<file path="config.mk">
export PLATFORM = sky130hd
export DESIGN_NAME = rice_stream_decoder_flat
export DESIGN_NICKNAME = d
export VERILOG_FILES = /design/src/rtl/rice_pkg.sv /design/src/rtl/rice_stream_decoder_if.sv /design/src/rtl/rice_bitbuf.sv /design/src/rtl/rice_stream_decoder.sv /design/src/flat_wrapper.sv
export SDC_FILE = /design/constraint.sdc
export NUM_CORES = 1
export LEC_CHECK = 0
export BUFFER_PORTS_ARGS = -buffer_cell sky130_fd_sc_hd__buf_2
export CAP_MARGIN = 20
export CORE_ASPECT_RATIO = 0.5
export CORE_MARGIN = 2
export CORE_UTILIZATION = 50
export CTS_CLUSTER_SIZE = 10
export DETAILED_ROUTE_END_ITERATION = 12
export PLACE_DENSITY = 0.76
export SETUP_SLACK_MARGIN = 0.1
export SLEW_MARGIN = 20
export SYNTH_ARGS = -nofsm -noshare
export SYNTH_HDL_FRONTEND = slang
export SYNTH_HIERARCHICAL = 1
export SYNTH_SLANG_ARGS = --single-unit
</file>
<file path="constraint.sdc">
create_clock -name clk -period 6.45 [get_ports clk]
set_clock_uncertainty 0.15 [all_clocks]
set_input_delay 0.9675 -clock clk [delete_from_list [all_inputs] [get_ports clk]]
set_output_delay 0.9675 -clock clk [all_outputs]
set_load 0.05 [all_outputs]
</file>
<file path="src/rtl/rice_pkg.sv">
// Shared constants, FSM state codes and width helpers for the Rice stream decoder.
package rice_pkg;

   localparam logic [2:0] S_IDLE  = 3'd0;
   localparam logic [2:0] S_HDR   = 3'd1;
   localparam logic [2:0] S_FS    = 3'd2;
   localparam logic [2:0] S_SPLIT = 3'd3;
   localparam logic [2:0] S_RAW   = 3'd4;
   localparam logic [2:0] S_DONE  = 3'd5;

   // Option-header code selecting raw samples; truncated to the header width at use.
   localparam logic [31:0] KID_RAW = '1;

   typedef struct packed {
      logic [5:0]  n;
      logic [6:0]  j;
      logic [15:0] blocks;
   } cfg_t;

   function automatic int unsigned bits_for(input int unsigned v);
      return $clog2(v + 1);
   endfunction

endpackage

</file>
<file path="src/rtl/rice_stream_decoder_if.sv">
// Control, bitstream-in and sample-out signals of the Rice stream decoder.
interface rice_stream_decoder_if #(
   parameter int unsigned IN_W  = 32,
   parameter int unsigned N_MAX = 32
);
   logic              go;
   logic [5:0]        cfg_n;
   logic [6:0]        cfg_j;
   logic [15:0]       cfg_blocks;
   logic [IN_W-1:0]   in_data;
   logic              in_valid;
   logic              in_ready;
   logic [N_MAX-1:0]  out_sample;
   logic              out_valid;
   logic              out_ready;
   logic              out_last;
   logic              busy;
   logic              done;
   logic              err_fs_overflow;
   logic              err_hdr;

   modport master (
      output go, cfg_n, cfg_j, cfg_blocks, in_data, in_valid, out_ready,
      input  in_ready, out_sample, out_valid, out_last, busy, done, err_fs_overflow, err_hdr
   );

   modport slave (
      input  go, cfg_n, cfg_j, cfg_blocks, in_data, in_valid, out_ready,
      output in_ready, out_sample, out_valid, out_last, busy, done, err_fs_overflow, err_hdr
   );
endinterface

</file>
<file path="src/rtl/rice_bitbuf.sv">
// MSB-aligned bit buffer: word fill, peek of the top N_MAX bits, consume 0..N_MAX bits.
module rice_bitbuf
   import rice_pkg::*;
#(
   parameter int unsigned IN_W   = 32,
   parameter int unsigned N_MAX  = 32,
   parameter int unsigned BUF_W  = 64,
   localparam int unsigned CNT_W  = bits_for(BUF_W),
   localparam int unsigned TAKE_W = bits_for(N_MAX)
) (
   input  logic              clk,
   input  logic              reset,
   input  logic              clear,
   input  logic              fill,
   input  logic [IN_W-1:0]   fill_data,
   input  logic [TAKE_W-1:0] take,
   output logic [N_MAX-1:0]  peek,
   output logic [CNT_W-1:0]  cnt
);
   logic [BUF_W-1:0] data;
   logic [BUF_W-1:0] kept;
   logic [BUF_W-1:0] placed;
   logic [CNT_W-1:0] rem;

   // Bits below the valid count are always zero, so a new word can simply be OR-ed in.
   always_comb begin
      rem    = cnt - CNT_W'(take);
      kept   = data << take;
      placed = {fill_data, {(BUF_W-IN_W){1'b0}}} >> rem;
   end

   always_ff @(posedge clk) begin
      if (reset || clear) begin
         data <= '0;
         cnt  <= '0;
      end else if (fill) begin
         data <= kept | placed;
         cnt  <= rem + CNT_W'(IN_W);
      end else begin
         data <= kept;
         cnt  <= rem;
      end
   end

   assign peek = data[BUF_W-1 -: N_MAX];

endmodule

</file>
<file path="src/rtl/rice_stream_decoder.sv">
// Single-clock Rice split-sample decoder: per-block option header, split-k or raw samples,
// valid/ready bitstream in and sample out with a block-last marker.
module rice_stream_decoder
   import rice_pkg::*;
#(
   parameter int unsigned IN_W  = 32,
   parameter int unsigned N_MAX = 32,
   parameter int unsigned J_MAX = 64,
   parameter int unsigned KID_W = 5,
   parameter int unsigned BUF_W = 2 * IN_W
) (
   input logic                  clk,
   input logic                  reset,
   rice_stream_decoder_if.slave bus
);
   localparam int unsigned CNT_W  = bits_for(BUF_W);
   localparam int unsigned TAKE_W = bits_for(N_MAX);
   localparam logic [KID_W-1:0] KID_ALL = KID_W'(KID_RAW);

   logic [2:0]        state, state_d;
   cfg_t              cfg_q, cfg_d;
   logic [KID_W-1:0]  k_q, k_d;
   logic [N_MAX-1:0]  fs_q, fs_d;
   logic [6:0]        smp_q, smp_d;
   logic [15:0]       blk_q, blk_d;
   logic [N_MAX-1:0]  sample_q, sample_d;
   logic              valid_q, valid_d;
   logic              last_q, last_d;
   logic              busy_q, busy_d;
   logic              done_q, done_d;
   logic              err_fs_q, err_fs_d;
   logic              err_hdr_q, err_hdr_d;

   logic [N_MAX-1:0]  peek;
   logic [CNT_W-1:0]  cnt;
   logic [TAKE_W-1:0] take;
   logic              buf_clear;
   logic              in_ready_c;
   logic              fill_c;

   logic              free;
   logic              load;
   logic              abort;
   logic [N_MAX-1:0]  new_sample;
   logic [N_MAX-1:0]  mask;
   logic [N_MAX-1:0]  lsbs;
   logic [N_MAX-1:0]  raw_bits;
   logic [KID_W-1:0]  kf;
   logic [N_MAX:0]    fs_inc;
   logic [N_MAX:0]    fs_limit;

   assign in_ready_c = (state != S_IDLE) && (32'(cnt) <= BUF_W - IN_W);
   assign fill_c     = bus.in_valid && in_ready_c;

   rice_bitbuf #(
      .IN_W  (IN_W),
      .N_MAX (N_MAX),
      .BUF_W (BUF_W)
   ) u_buf (
      .clk       (clk),
      .reset     (reset),
      .clear     (buf_clear),
      .fill      (fill_c),
      .fill_data (bus.in_data),
      .take      (take),
      .peek      (peek),
      .cnt       (cnt)
   );

   // Field extraction from the buffer head and unary-overflow bound.
   always_comb begin
      kf       = peek[N_MAX-1 -: KID_W];
      mask     = ~({N_MAX{1'b1}} << cfg_q.n);
      lsbs     = peek >> (N_MAX - 32'(k_q));
      raw_bits = peek >> (N_MAX - 32'(cfg_q.n));
      fs_inc   = {1'b0, fs_q} + (N_MAX+1)'(1);
      fs_limit = (N_MAX+1)'(1) << (32'(cfg_q.n) - 32'(k_q));
   end

   always_comb begin
      state_d    = state;
      cfg_d      = cfg_q;
      k_d        = k_q;
      fs_d       = fs_q;
      smp_d      = smp_q;
      blk_d      = blk_q;
      sample_d   = sample_q;
      valid_d    = valid_q && !bus.out_ready;
      last_d     = last_q;
      done_d     = 1'b0;
      err_fs_d   = err_fs_q;
      err_hdr_d  = err_hdr_q;
      take       = '0;
      buf_clear  = 1'b0;
      load       = 1'b0;
      abort      = 1'b0;
      new_sample = '0;
      free       = !valid_q || bus.out_ready;

      case (state)
         S_IDLE: begin
            if (bus.go) begin
               cfg_d     = '{n: bus.cfg_n, j: bus.cfg_j, blocks: bus.cfg_blocks};
               err_fs_d  = 1'b0;
               err_hdr_d = 1'b0;
               smp_d     = '0;
               blk_d     = '0;
               state_d   = S_HDR;
            end
         end
         S_HDR: begin
            if (32'(cnt) >= KID_W) begin
               take  = TAKE_W'(KID_W);
               k_d   = kf;
               fs_d  = '0;
               smp_d = '0;
               if (kf == KID_ALL) begin
                  state_d = S_RAW;
               end else if (32'(kf) >= 32'(cfg_q.n)) begin
                  err_hdr_d = 1'b1;
                  state_d   = S_RAW;
               end else begin
                  state_d = S_FS;
               end
            end
         end
         S_FS: begin
            if (cnt != '0) begin
               take = TAKE_W'(1);
               if (peek[N_MAX-1]) begin
                  state_d = S_SPLIT;
               end else if (fs_inc == fs_limit) begin
                  err_fs_d = 1'b1;
                  abort    = 1'b1;
               end else begin
                  fs_d = fs_q + N_MAX'(1);
               end
            end
         end
         S_SPLIT: begin
            if ((32'(cnt) >= 32'(k_q)) && free) begin
               take       = TAKE_W'(k_q);
               load       = 1'b1;
               new_sample = ((fs_q << k_q) | lsbs) & mask;
               fs_d       = '0;
               state_d    = S_FS;
            end
         end
         S_RAW: begin
            if ((32'(cnt) >= 32'(cfg_q.n)) && free) begin
               take       = TAKE_W'(cfg_q.n);
               load       = 1'b1;
               new_sample = raw_bits & mask;
            end
         end
         S_DONE: begin
            // Leftover buffer bits are packet padding.
            if (!valid_q) begin
               done_d    = 1'b1;
               buf_clear = 1'b1;
               state_d   = S_IDLE;
            end
         end
         default: state_d = S_IDLE;
      endcase

      // Sample emission and block/packet boundary; J is clamped to J_MAX.
      if (load) begin
         sample_d = new_sample;
         valid_d  = 1'b1;
         last_d   = 1'b0;
         smp_d    = smp_q + 7'd1;
         if ((32'(smp_q) + 32'd1 == 32'(cfg_q.j)) || (32'(smp_q) + 32'd1 >= J_MAX)) begin
            last_d  = 1'b1;
            smp_d   = '0;
            blk_d   = blk_q + 16'd1;
            state_d = (32'(blk_q) + 32'd1 >= 32'(cfg_q.blocks)) ? S_DONE : S_HDR;
         end
      end

      if (abort) begin
         buf_clear = 1'b1;
         valid_d   = 1'b0;
         done_d    = 1'b1;
         state_d   = S_IDLE;
      end

      busy_d = (state_d != S_IDLE);
   end

   always_ff @(posedge clk) begin
      if (reset) begin
         state     <= S_IDLE;
         cfg_q     <= '0;
         k_q       <= '0;
         fs_q      <= '0;
         smp_q     <= '0;
         blk_q     <= '0;
         sample_q  <= '0;
         valid_q   <= 1'b0;
         last_q    <= 1'b0;
         busy_q    <= 1'b0;
         done_q    <= 1'b0;
         err_fs_q  <= 1'b0;
         err_hdr_q <= 1'b0;
      end else begin
         state     <= state_d;
         cfg_q     <= cfg_d;
         k_q       <= k_d;
         fs_q      <= fs_d;
         smp_q     <= smp_d;
         blk_q     <= blk_d;
         sample_q  <= sample_d;
         valid_q   <= valid_d;
         last_q    <= last_d;
         busy_q    <= busy_d;
         done_q    <= done_d;
         err_fs_q  <= err_fs_d;
         err_hdr_q <= err_hdr_d;
      end
   end

   assign bus.in_ready        = in_ready_c;
   assign bus.out_sample      = sample_q;
   assign bus.out_valid       = valid_q;
   assign bus.out_last        = last_q;
   assign bus.busy            = busy_q;
   assign bus.done            = done_q;
   assign bus.err_fs_overflow = err_fs_q;
   assign bus.err_hdr         = err_hdr_q;

endmodule

</file>
<file path="src/flat_wrapper.sv">
// flat-port wrapper written by rule: the top's interface ports become plain ports
module rice_stream_decoder_flat import rice_pkg::*;
#(
   parameter int unsigned IN_W  = 32,
   parameter int unsigned N_MAX = 32,
   parameter int unsigned J_MAX = 64,
   parameter int unsigned KID_W = 5,
   parameter int unsigned BUF_W = 2 * IN_W
)
  (clk, reset, bus_go, bus_cfg_n, bus_cfg_j, bus_cfg_blocks, bus_in_data, bus_in_valid, bus_out_ready, bus_in_ready, bus_out_sample, bus_out_valid, bus_out_last, bus_busy, bus_done, bus_err_fs_overflow, bus_err_hdr);
  rice_stream_decoder_if #(.IN_W(IN_W), .N_MAX(N_MAX)) bus_i ();
  input logic clk;
  input logic reset;
  input wire logic [$bits(bus_i.go)-1:0] bus_go;
  input wire logic [$bits(bus_i.cfg_n)-1:0] bus_cfg_n;
  input wire logic [$bits(bus_i.cfg_j)-1:0] bus_cfg_j;
  input wire logic [$bits(bus_i.cfg_blocks)-1:0] bus_cfg_blocks;
  input wire logic [$bits(bus_i.in_data)-1:0] bus_in_data;
  input wire logic [$bits(bus_i.in_valid)-1:0] bus_in_valid;
  input wire logic [$bits(bus_i.out_ready)-1:0] bus_out_ready;
  output wire logic [$bits(bus_i.in_ready)-1:0] bus_in_ready;
  output wire logic [$bits(bus_i.out_sample)-1:0] bus_out_sample;
  output wire logic [$bits(bus_i.out_valid)-1:0] bus_out_valid;
  output wire logic [$bits(bus_i.out_last)-1:0] bus_out_last;
  output wire logic [$bits(bus_i.busy)-1:0] bus_busy;
  output wire logic [$bits(bus_i.done)-1:0] bus_done;
  output wire logic [$bits(bus_i.err_fs_overflow)-1:0] bus_err_fs_overflow;
  output wire logic [$bits(bus_i.err_hdr)-1:0] bus_err_hdr;
  assign bus_i.go = bus_go;
  assign bus_i.cfg_n = bus_cfg_n;
  assign bus_i.cfg_j = bus_cfg_j;
  assign bus_i.cfg_blocks = bus_cfg_blocks;
  assign bus_i.in_data = bus_in_data;
  assign bus_i.in_valid = bus_in_valid;
  assign bus_i.out_ready = bus_out_ready;
  assign bus_in_ready = bus_i.in_ready;
  assign bus_out_sample = bus_i.out_sample;
  assign bus_out_valid = bus_i.out_valid;
  assign bus_out_last = bus_i.out_last;
  assign bus_busy = bus_i.busy;
  assign bus_done = bus_i.done;
  assign bus_err_fs_overflow = bus_i.err_fs_overflow;
  assign bus_err_hdr = bus_i.err_hdr;
  rice_stream_decoder #(.IN_W(IN_W), .N_MAX(N_MAX), .J_MAX(J_MAX), .KID_W(KID_W), .BUF_W(BUF_W)) u_core (.clk(clk), .reset(reset), .bus(bus_i));
endmodule
</file>
## Word level (Yosys, flattened, before mapping)

Cells that the tools add are included.

| cells by class | value |
|---|---|
| add/subtract/negate cells | 11 |
| order comparisons | 7 |
| eq/ne operators | 19 |
| shift operators | 7 |
| mux-type cells | 59 |
| bitwise logic cells | 5 |
| reductions and logical operators | 25 |

Operator list:

| cell | number |
|---|---|
| 32-bit 2-to-1 mux | 7 |
| 32-bit case mux with 3 select lines | 1 |
| 32-bit bitwise AND | 2 |
| 16-bit 2-to-1 mux | 4 |
| 64-bit 2-to-1 mux | 1 |
| 64-bit OR | 1 |
| 32-bit case mux with 2 select lines | 1 |
| 64-bit by 6-bit << shifter with 64-bit output | 1 |
| 32-bit by 32-bit right shift with 32-bit output | 2 |
| 64-bit by 7-bit right shift with 64-bit output | 1 |
| 3-bit 2-to-1 mux | 13 |
| 7-bit 2-to-1 mux | 5 |
| 32-bit by 1-bit adder with 33-bit output (second input constant) | 1 |
| 33-bit equality test | 1 |
| 1-bit by 32-bit << shifter with 33-bit output (first input constant) | 1 |
| 32-bit by 1-bit adder with 32-bit output (second input constant) | 1 |
| 32-bit by 7-bit equality test with 1-bit output | 1 |
| 32-bit by 16-bit >= comparator with 1-bit output | 1 |
| 32-bit by 7-bit >= comparator with 1-bit output (second input constant) | 1 |
| 32-bit NOT | 1 |
| 32-bit OR | 1 |
| 32-bit by 5-bit << shifter with 32-bit output | 1 |
| 32-bit by 6-bit << shifter with 32-bit output (first input constant) | 1 |
| 6-bit case mux with 4 select lines | 1 |
| 40 further kinds | 82 |

| word-level totals | value |
|---|---|
| bits in registers | 201 |
| bits of input ports | 66 |
| output and inout port bits | 39 |
| word-level logic and storage cells | 150 |

## Depth between registers and ports, before layout

| logic depth | value |
|---|---|
| word-level depth | 9 |
| depth in mapped cells | 26 |
| mapped depth without buffers | 20 |

## Hierarchy

Netlist, hierarchy kept.

Modules (own cells, without submodules):

| module | instances | cells an instance | area each (µm²) | seq. area each (µm²) |
|---|---|---|---|---|
| rice_stream_decoder | 1 | 1920 | 13807.0 | 2602.5 |
| rice_bitbuf | 1 | 1124 | 9163.8 | 1421.4 |

## Worst setup path before layout

OpenSTA, ideal clock, no wires.

| timing path | value |
|---|---|
| kind | register -> register |
| from | register u_core.k_q[1] |
| to | register u_core.u_buf.data[33] |
| arrival | 5.818 ns |
| required time | 6.164 ns |
| setup slack | 0.347 ns |
| cell stages (with the launch flop) | 24 |
| period minus slack after synthesis | 6.103 ns |
| cell sequence | dfxtp_1 -> clkbuf_1 -> inv_1 -> ha_1 -> a21o_1 -> a21o_1 -> a21o_1 -> a2111oi_0 -> or3_1 -> clkbuf_1 -> clkbuf_1 -> o21ai_0 -> buf_2 -> inv_2 -> buf_2 -> clkbuf_1 -> ha_1 -> nor2_2 -> a21oi_2 -> xnor2_2 -> buf_2 -> clkbuf_1 -> mux2i_1 -> o221ai_1 |

RTL lines:

| element | RTL line | text |
|---|---|---|
| from (decl) | rice_stream_decoder.sv:22 | `logic [KID_W-1:0] k_q, k_d;` |
| from (signal assigned) | rice_stream_decoder.sv:209 | `k_q <= k_d;` |
| 7-bit by 5-bit >= comparator with 1-bit output * | rice_stream_decoder.sv:141 | `if ((32'(cnt) >= 32'(k_q)) && free) begin` |
| 1-bit logical AND * | rice_stream_decoder.sv:141 |  |
| 5-bit 2-to-1 mux * | rice_stream_decoder.sv:141 |  |
| 6-bit case mux with 4 select lines * | rice_stream_decoder.sv:100 | `case (state)` |
| named net u_core.take[3] | rice_stream_decoder.sv:36 | `logic [TAKE_W-1:0] take;` |
| 7-bit by 6-bit subtractor with 7-bit output | rice_bitbuf.sv:27 | `rem = cnt - CNT_W'(take);` |
| 64-bit by 7-bit right shift with 64-bit output | rice_bitbuf.sv:29 | `placed = {fill_data, {(BUF_W-IN_W){1'b0}}} >> rem;` |
| 64-bit OR | rice_bitbuf.sv:37 | `data <= kept \| placed;` |
| 64-bit 2-to-1 mux * | rice_bitbuf.sv:36 | `end else if (fill) begin` |
| to (signal assigned) | rice_bitbuf.sv:37 |  |
| to (signal assigned) | rice_bitbuf.sv:40 | `data <= kept;` |
| to (decl) | rice_bitbuf.sv:20 | `logic [BUF_W-1:0] data;` |

The timed path passes the listed nets; every way through them passes the cells marked *.
A chain may end at the register's enable or synchronous reset.

## Worst setup path after layout

| timing path | value |
|---|---|
| from | register u_core.u_buf.cnt[0] |
| to | register u_core.u_buf.data[14] |

| between the ends | value |
|---|---|
| word-level cells in the longest chain between the ends | 8 |

Ends and longest elaborated chain:

| element | RTL line | text |
|---|---|---|
| from (decl) | rice_bitbuf.sv:18 | `output logic [CNT_W-1:0] cnt` |
| from (signal assigned) | rice_bitbuf.sv:38 | `cnt <= rem + CNT_W'(IN_W);` |
| from (signal assigned) | rice_bitbuf.sv:41 | `cnt <= rem;` |
| 7-bit by 6-bit >= comparator with 1-bit output / 7-bit by 5-bit >= comparator with 1-bit output (equally long branches) | rice_stream_decoder.sv:150, rice_stream_decoder.sv:141 |  |
| 1-bit logical AND, on equally long branches | rice_stream_decoder.sv:150, rice_stream_decoder.sv:141 |  |
| 6-bit 2-to-1 mux / 5-bit 2-to-1 mux (equally long branches) | rice_stream_decoder.sv:150, rice_stream_decoder.sv:141 |  |
| 6-bit case mux with 4 select lines * | rice_stream_decoder.sv:100 |  |
| named net u_core.take[0] | rice_stream_decoder.sv:36 |  |
| 7-bit by 6-bit subtractor with 7-bit output | rice_bitbuf.sv:27 |  |
| 64-bit by 7-bit right shift with 64-bit output | rice_bitbuf.sv:29 |  |
| 64-bit OR | rice_bitbuf.sv:37 |  |
| 64-bit 2-to-1 mux * | rice_bitbuf.sv:36 |  |

Marks and branches as above.

==> results_dict.tcl <==
set metrics [dict create \
    status "completed" \
    die_h_um 156 \
    core-area_sq_um 45300 \
    antenna_found_initial 0 \
    intPower_uw 5630 \
    final_nets 3091 \
    max_slew_margin 0.255 \
    synthFlopType "dfxtp_1" \
    postRouteAntennaNets 0 \
    cts_resized 0 \
    path_cells "inv_1 > ha_1 > nand2b_1 > a21o_1 > a21o_1 > a21o_1 > a2111oi_0 > buf_4 > or3_1 > nor2_1 > a2111o_2 > ha_2 > fa_1 > nand2b_2 > a2111oi_1 > a221oi_2 > buf_4 > or3_1 > nor2_4 > nand2_1 > o211ai_1" \
    cts_max_level 1 \
    area_delta_synth_final_pct 5.90 \
    p_sw_frac 0.562 \
    wl_um 89700 \
    p_per_area_nw_per_um2 529 \
    gr-total-overflow 0 \
    synth_cells 3044 \
    start_util 0.507 \
    vias_per_cell 6.88 \
    wl_per_cell_um 25.1 \
    grt_first_pass_wirelength_um 135000 \
    drt_pre_antenna_iters 6 \
    finalSetupTns_ns 0 \
    synth_edf_count 0 \
    worstPathArrival_ns 6.22 \
    grt_pass1_vias 22200 \
    post-route-drc-count 0 \
    fp-row-count 55 \
    synthArstFlopShare 0 \
    gp_congestion 1.08 \
    drv_cap 0 \
    port_buffers 104 \
    crit_path_top_delay_cell "or3_1" \
    clk_path_buf_depth 3 \
    slowest_delay_ns 0.59 \
    ys_ff_latch 201 \
    hold_buffers 0 \
    initialDrtViolationCount 3590 \
    vdd_drop_max_uv 500 \
    drive_above_1_share 0.159 \
    slew_violations 0 \
    p_switching_uw 7240 \
    syn_nets 3163 \
    holdCritPathClass "register to register" \
    dieArea_sq_um 47800 \
    path_class "register to register" \
    hold_viol 0 \
    p_leak_uw 0.00933 \
    syn_area_sq_um 23000 \
    clkPwrFrac 0.100 \
    die_w_um 307 \
    grt.total_usage 0.362 \
    cts_buffers 25 \
    period_share 0.925 \
    path_max_fanout 11 \
    pwr-share-seq 0.147 \
    rsz0062_at_grt "no" \
    yosysWarnings 6 \
    crit_required_ns 6.70 \
    cts_tree "built" \
    critPathMostFrequentCell "a21o_1" \
    clk_pin_slew_ns 0.07 \
    pre_cts_slack_ns 0.661 \
    comb_power_share 0.753 \
    cts_sinks 201 \
    worst_pin_slew_ns 1.11 \
    yosysSeqAreaShare 0.175 \
    vias 24600 \
    fin_ws_ns 0.481 \
    n_fill_cell 4427 \
    max_freq_ghz 0.168 \
    start_kind "register" \
    ioPinCount 105 \
    syn_area_per_cell_sq_um 7.55 \
    setup_violations 0 \
    cts_setup_buffers 0 \
    grt_max_degree 92 \
    synthDistinctLibCells 113 \
    dp_hpwl_um 67600 \
    cts_root_buf "clkbuf_16" \
    insertion_delay_ns 0.56 \
    layout_min_cycle_time_ns 5.97 \
    worstSetupEndpointType "register" \
]
metrics by stage:
stage / instances / power, uW / cell area, sq um / util / hold slack [ns]
global placement: 3543 / 11200 / 23600 / 0.522 / 0.288
CTS: 3576 / 12500 / 24300 / 0.537 / 0.299
global route: 3576 / 13400 / 24300 / 0.537 / 0.317
finish: 3577 / 12900 / 24300 / 0.537 / 0.299
detailed placement: 3543 / 11200 / 23600 / 0.522 / 0.291
floorplan: 3044 / 8500 / 23000 / - / 0.286
power by group through the flow:
stage                     Combinational [uW]  Clock (uW)  Sequential, uW
after floorplan                         6870           0            1630
after global placement                  9280           0            1880
after detailed placement                9270           0            1890
after CTS                               9310        1300            1860
after global routing                   10200        1350            1890
final                                   9690        1290            1890
final timing paths:
check	endpoint	startpoint	slack [ns]	cells past startpoint
setup / recovery	u_core/u_buf/data[14]	u_core/u_buf/cnt[0]	0.48	21
hold / removal	u_core/bus.out_sample[13]	u_core/bus.out_sample[13]	0.30	2
setup reg to reg	u_core/u_buf/data[14]	u_core/u_buf/cnt[0]	0.48	21
hold reg to reg	u_core/bus.out_sample[13]	u_core/bus.out_sample[13]	0.30	2
per-layer routing:
layer  part of all wire  routed length, um  vias to the layer above  track usage
met1               0.41              36700                    11600        0.491
met5                  0                  0                        -            0
li1                   -                  -                    11100            -
met3               0.10               8960                      301       0.0566
met2               0.44              39100                     1607        0.563
met4              0.055               4930                        0        0.174
cell usage after synthesis, types with 26 or more instances:
cell | instances | share of area
nand2_1 | 450 | 0.074
nor2_1 | 282 | 0.046
a21oi_1 | 249 | 0.054
dfxtp_1 | 201 | 0.18
mux2i_1 | 187 | 0.081
clkbuf_1 | 168 | 0.027
o21ai_0 | 140 | 0.031
mux4_2 | 98 | 0.096
nand3_1 | 77 | 0.017
mux2_2 | 74 | 0.036
o22ai_1 | 66 | 0.018
nor3_1 | 56 | 0.012
inv_1 | 55 | 0.0090
ha_1 | 51 | 0.028
xnor2_1 | 51 | 0.019
buf_4 | 50 | 0.016
a211oi_1 | 44 | 0.014
and3_1 | 39 | 0.011
a22oi_1 | 38 | 0.012
nand2b_1 | 38 | 0.010
buf_2 | 37 | 0.0081
o21ai_1 | 31 | 0.0068
and2_1 | 30 | 0.0082
or3_1 | 30 | 0.0082
o211ai_1 | 28 | 0.0092
a31oi_1 | 27 | 0.0074
xor2_1 | 26 | 0.0099
registers in the layout (all words and copies together) (netlist names), 3 cells and up:
register               flops
u_core/blk_q              16
u_core/bus.out_sample     32
u_core/cfg_q              29
u_core/fs_q               32
u_core/k_q                 5
u_core/smp_q               7
u_core/state               3
u_core/u_buf/cnt           7
u_core/u_buf/data         64
cell usage in the layout (no fill, tap or decap), types with 13 or more instances in the layout:
cell type  instances
a22oi_1           38
a31oi_1           27
o21ai_0          137
nor2_1           282
a21oi_1          248
nand3_1           77
and3_1            39
nand2b_1          38
nor3_1            55
nor2b_1           19
o211ai_1          28
o21a_1            21
a211oi_1          44
clkbuf_16         25
inv_1             55
mux4_2            98
nand2_1          450
o221ai_1          14
mux2i_1          187
nand4_1           19
o22ai_1           66
mux2_2            74
a32oi_1           19
and2_1            30
xnor2_1           49
xor2_1            25
or2_2             13
dfxtp_1          200
nor4_1            15
buf_2            103
or3_1             30
buf_4             82
o21ai_1           31
ha_1              49
a21o_1            22
cell families (layout without fill, tap and decap cells):
| group | after synthesis | count (layout) | synth area share |
|---|---|---|---|
| muxes | 363 | 363 | 0.216 |
| buffers and inverters | 351 | 285 | 0.0695 |
| adders and majority gates | 53 | 53 | 0.0295 |
| AOI/OAI and AO/OA | 864 | 864 | 0.248 |
| and+or+nand+nor | 1131 | 1131 | 0.230 |
| DFF | 201 | 201 | 0.175 |
| xor gates and xnor gates | 81 | 81 | 0.0322 |
| other | 0 | 1 | 0 |
cell type report:
| cell class | instances | area, sq um | share of cell area |
|---|---|---|---|
| diodes | 1 | 2.50 | 0.000103 |
| clock buffers | 29 | 661 | 0.0272 |
| clock inverters | 4 | 41.3 | 0.00170 |
| inverters | 65 | 244 | 0.0100 |
| multi-input cells | 2492 | 17400 | 0.717 |
| flip-flops and latches | 201 | 4030 | 0.166 |
| well taps | 598 | 748 | 0.0308 |
| repair buffers | 187 | 1170 | 0.0481 |
worst max-delay path: cells and delay by family, from the launching register on:
kind            cells  cell delay, ns
flops               1            0.39
buf+inv             3            0.54
fa+ha+maj           3            1.02
compound gates      8            2.10
simple gates        7            1.61
(Power assumes the default switching activity.)
